`src/rtl/stream_word_packer.sv`:
```
// AXI-Stream upsizer: gathers RATIO narrow lanes into one wide word and flushes
// partial words on TLAST, marking only the written lanes in TKEEP.
module stream_word_packer #(
   parameter int IN_WIDTH  = 8,
   parameter int RATIO     = 4,
   parameter bit LSB_FIRST = 1'b1
) (
   input  logic                      clk,
   input  logic                      aresetn,
   input  logic [IN_WIDTH-1:0]       S_AXIS_TDATA,
   input  logic                      S_AXIS_TVALID,
   input  logic                      S_AXIS_TLAST,
   output logic                      S_AXIS_TREADY,
   output logic [IN_WIDTH*RATIO-1:0] M_AXIS_TDATA,
   output logic [RATIO-1:0]          M_AXIS_TKEEP,
   output logic                      M_AXIS_TLAST,
   output logic                      M_AXIS_TVALID,
   input  logic                      M_AXIS_TREADY
);

   localparam int OUT_WIDTH = IN_WIDTH * RATIO;
   localparam int CNT_W     = $clog2(RATIO);

   localparam logic [CNT_W-1:0] LAST_CNT = CNT_W'(RATIO - 1);
   localparam logic [RATIO-1:0] ONE_KEEP = {{(RATIO-1){1'b0}}, 1'b1};

   localparam logic [0:0] FILL_EMPTY = 1'b0;
   localparam logic [0:0] FILLING    = 1'b1;

   logic [0:0]           state;
   logic [CNT_W-1:0]     cnt;
   logic [OUT_WIDTH-1:0] acc;
   logic [RATIO-1:0]     acck;

   logic [CNT_W-1:0]     pos;
   logic [OUT_WIDTH-1:0] lane_word;
   logic [RATIO-1:0]     lane_keep;
   logic [OUT_WIDTH-1:0] merged_word;
   logic [RATIO-1:0]     merged_keep;
   logic                 accept;
   logic                 complete;

   // Ready is held low in reset so no lane is taken while state is being cleared.
   assign S_AXIS_TREADY = aresetn && !(M_AXIS_TVALID && !M_AXIS_TREADY);
   assign accept        = S_AXIS_TVALID && S_AXIS_TREADY;
   assign complete      = accept && ((cnt == LAST_CNT) || S_AXIS_TLAST);

   // NOTE: every signal driven here gets a value on every path, so no latch is inferred.
   always_comb begin
      pos         = LSB_FIRST ? cnt : (LAST_CNT - cnt);
      lane_word   = OUT_WIDTH'(S_AXIS_TDATA) << (pos * IN_WIDTH);
      lane_keep   = ONE_KEEP << pos;
      merged_word = ((state == FILL_EMPTY) ? '0 : acc) | lane_word;
      merged_keep = ((state == FILL_EMPTY) ? '0 : acck) | lane_keep;
   end

   // NOTE: state uses non-blocking assignments so every register samples pre-edge values.
   always_ff @(posedge clk or negedge aresetn) begin
      if (!aresetn) begin
         state         <= FILL_EMPTY;
         cnt           <= '0;
         acc           <= '0;
         acck          <= '0;
         M_AXIS_TDATA  <= '0;
         M_AXIS_TKEEP  <= '0;
         M_AXIS_TLAST  <= 1'b0;
         M_AXIS_TVALID <= 1'b0;
      end else if (complete) begin
         // Completion only happens when the output slot is free or draining this edge.
         M_AXIS_TDATA  <= merged_word;
         M_AXIS_TKEEP  <= merged_keep;
         M_AXIS_TLAST  <= S_AXIS_TLAST;
         M_AXIS_TVALID <= 1'b1;
         acc           <= '0;
         acck          <= '0;
         cnt           <= '0;
         state         <= FILL_EMPTY;
      end else begin
         if (accept) begin
            acc   <= merged_word;
            acck  <= merged_keep;
            cnt   <= cnt + 1'b1;
            state <= FILLING;
         end
         if (M_AXIS_TVALID && M_AXIS_TREADY) begin
            M_AXIS_TVALID <= 1'b0;
         end
      end
   end

endmodule

```
`config.mk`:
```
export PLATFORM = sky130hd
export DESIGN_NAME = stream_word_packer
export DESIGN_NICKNAME = d
export VERILOG_FILES = /design/src/rtl/stream_word_packer.sv
export SDC_FILE = /design/constraint.sdc
export NUM_CORES = 1
export LEC_CHECK = 0
export CAP_MARGIN = 20
export CORE_ASPECT_RATIO = 1.1
export CORE_MARGIN = 10
export CORE_UTILIZATION = 55
export DETAILED_ROUTE_END_ITERATION = 16
export PLACE_DENSITY = 0.87
export SLEW_MARGIN = 20
export SYNTH_ARGS = -nofsm -noshare
export SYNTH_HDL_FRONTEND = slang
export SYNTH_SLANG_ARGS = --single-unit
```
`constraint.sdc`:
```
create_clock -name clk -period 3.25 [get_ports clk]
set_input_delay 0.325 -clock clk [delete_from_list [all_inputs] [get_ports clk]]
set_output_delay 0.325 -clock clk [all_outputs]
set_load 0.02 [all_outputs]
```
==> results.ini <==
[floorplanning]
die_h_um = 102
pin_count = 52
start_util = 0.575
die_area_um2 = 9640
core_region_area_um2 = 5840
die_w_um = 94.5
row_count = 29

[cells_and_area]
final_cell_mix = dfrtp_1, a22o_1, clkdlybuf4s50_1
syn_to_final_growth_pct = 19.5
final_layout_size_suffix_gt1_frac = 0.175
final_common_cell = dfrtp_1
num_antenna_cells = 0
nets = 306

[critical_path]
criticalPathCategory = primary input to output port
cp_max_fo = 11
endpoint_kind = output port
r2r_slack_ps = 1190
worst_ep_required_time_ps = 2920
critPathArrivalTime_ps = 1850
start_kind = primary input

[job]
maxCapViolations = 0

[sta]
slew_viol_final = 0
fmax_ghz = 0.460
hold_violations = 0
slew_headroom = 0.380
fin_skew_ps = 5.54
fin_crit_sh = 0.669
rsz0062_at_grt = false
setup_tns_ps = 0
tightest_slew_ps = 930
period_needed_ps = 2170
setup_viol = 0

[global_route]
grt_start_max_net_pins = 78
busiest_layer = met2
overflow = 0
track_usage = 0.157
grt_pass1_vias = 2310
grt_use_met3 = 0.0477
antenna_found_initial = 0
grt_pass1_wl_mm = 11.9
use_met2 = 0.241
use_met1 = 0.209

[power_and_ir_drop]
clock_power_share = 0.235
p_int_uw = 1840
switchingPower_uw = 823
p_comb_frac = 0.304
netSwitchingFraction = 0.309
pwr_density_cell_nw_per_um2 = 663
p_total_uw = 2670
leakage_uw = 0.00189
p_seq_frac = 0.461
ir_drop_v = 0.000378

[clock_tree]
insertion_delay_ps = 340
cts_hold_buf = 0
post_cts_buffers = 0
clockBufferDepth = 2
root_buffer = clkbuf_8
cts_resized = 0
numCtsBuffers = 9
cts.sinks = 77
htreeDepth = 3
cts_tree = built
clk_pin_slew_ps = 70

[logic_synthesis]
synth_cells = 250
ys_seq_area_frac = 0.573
syn_area_um2 = 3360
synth_area_per_cell_um2 = 13.4
synth_seq_cells = 77
ys_types = 28
yosysWarnings = 0
syn-num-nets = 267

[place]
gp_congestion = 0.861
dp_hpwl_mm = 4.73
io_buffer_count = 51

[route]
drt_pre_antenna_iters = 4
routedWlPerCell_um = 19.4
ant_nets = 0
viasPerCell = 5.97
wl_mm = 7.17
vias = 2204
drc = 0
first_iter_violations = 183

[run_status]
status = complete, no violations

[worst_hold_path]
hold_class = primary input to async pin

-- power groups by stage --
| stage | Sequential, uW | Clock [uW] | Combinational, uW |
|---|---|---|---|
| CTS | 1230 | 635 | 825 |
| detailed placement | 1250 | 0 | 818 |
| finish | 1230 | 627 | 809 |
| global placement | 1240 | 0 | 807 |
| floorplan | 1380 | 0 | 329 |
| global route | 1250 | 676 | 877 |
-- cell families after synthesis --
logic type / Yosys count / share of synthesized area
and+or+nand+nor: 23 / 0.0439
adders and majority gates: 4 / 0.0149
AOI/OAI and AO/OA: 77 / 0.195
buffers and inverters: 33 / 0.0540
DFF: 77 / 0.573
muxes: 36 / 0.119
-- worst max-delay path, stage by stage --
cell and delay [ps]:
clkdlybuf4s50_1 470, nand2b_1 280, and2_1 170, clkdlybuf4s50_1 600
-- metrics by stage --
stage	setup slack (ps)	hold WS, ps	util	area, um2	instances
4_1_cts	1070	274	0.688	4020	369
6_report	1080	225	0.688	4020	369
3_3_place_gp	1090	469	0.660	3850	355
5_1_grt	967	322	0.688	4020	369
3_5_place_dp	1080	474	0.660	3850	355
2_1_floorplan	1600	29.4	-	3360	250
-- per-layer routing --
metal | up-vias | routed length [um]
met5 | - | 0
met4 | 0 | 65
met3 | 6 | 544
met2 | 73 | 3410
met1 | 1118 | 3160
li1 | 1007 | -
-- worst paths after layout --
path / from / end / cells past startpoint
min reg2reg: acck[3] / acck[3] / 1
max reg2reg: cnt[0] / acc[17] / 5
min: aresetn / M_AXIS_TKEEP[1] / 2
max: M_AXIS_TREADY / S_AXIS_TREADY / 4
max in group asynchronous: aresetn / acck[3] / 2
min in group clk: aresetn / M_AXIS_TVALID / 3
-- final cells by class --
| cell class | count | area (um2) |
|---|---|---|
| tap | 77 | 96.3 |
| clock buffer | 12 | 155 |
| sequential | 77 | 1930 |
| timing repair buffer | 56 | 558 |
| multi-input combinational | 140 | 1250 |
| clock inverter | 2 | 10.0 |
| fill | 417 | 1820 |
| inverter | 5 | 18.8 |
-- cells in the mapped netlist, drive strengths merged --
cell type  instances  area share
dfrtp             77        0.57
a22o              68        0.18
mux2              33        0.11
buf               24       0.044
inv                5      0.0056
and2               4      0.0074
and4               4       0.010
clkbuf             4      0.0045
ha                 4       0.015
nor2               4      0.0052
a21oi              3      0.0045
mux2i              3      0.0089
nand2              3      0.0033
nor2b              3      0.0056
o21ai              2      0.0030
a211o              1      0.0026
a21o               1      0.0022
a41oi              1      0.0026
and3               1      0.0019
nand2b             1      0.0019
nand3              1      0.0015
nand4              1      0.0019
nor3               1      0.0048
o22a               1      0.0026
-- sequential cells by signal, summed over array words and instances, names as in the netlist --
register / cells
state: 1
M_AXIS_TDATA: 32
M_AXIS_TKEEP: 4
acc: 32
M_AXIS_TLAST: 1
acck: 4
cnt: 2
M_AXIS_TVALID: 1
Note: power is estimated with default switching activity, not from simulation.
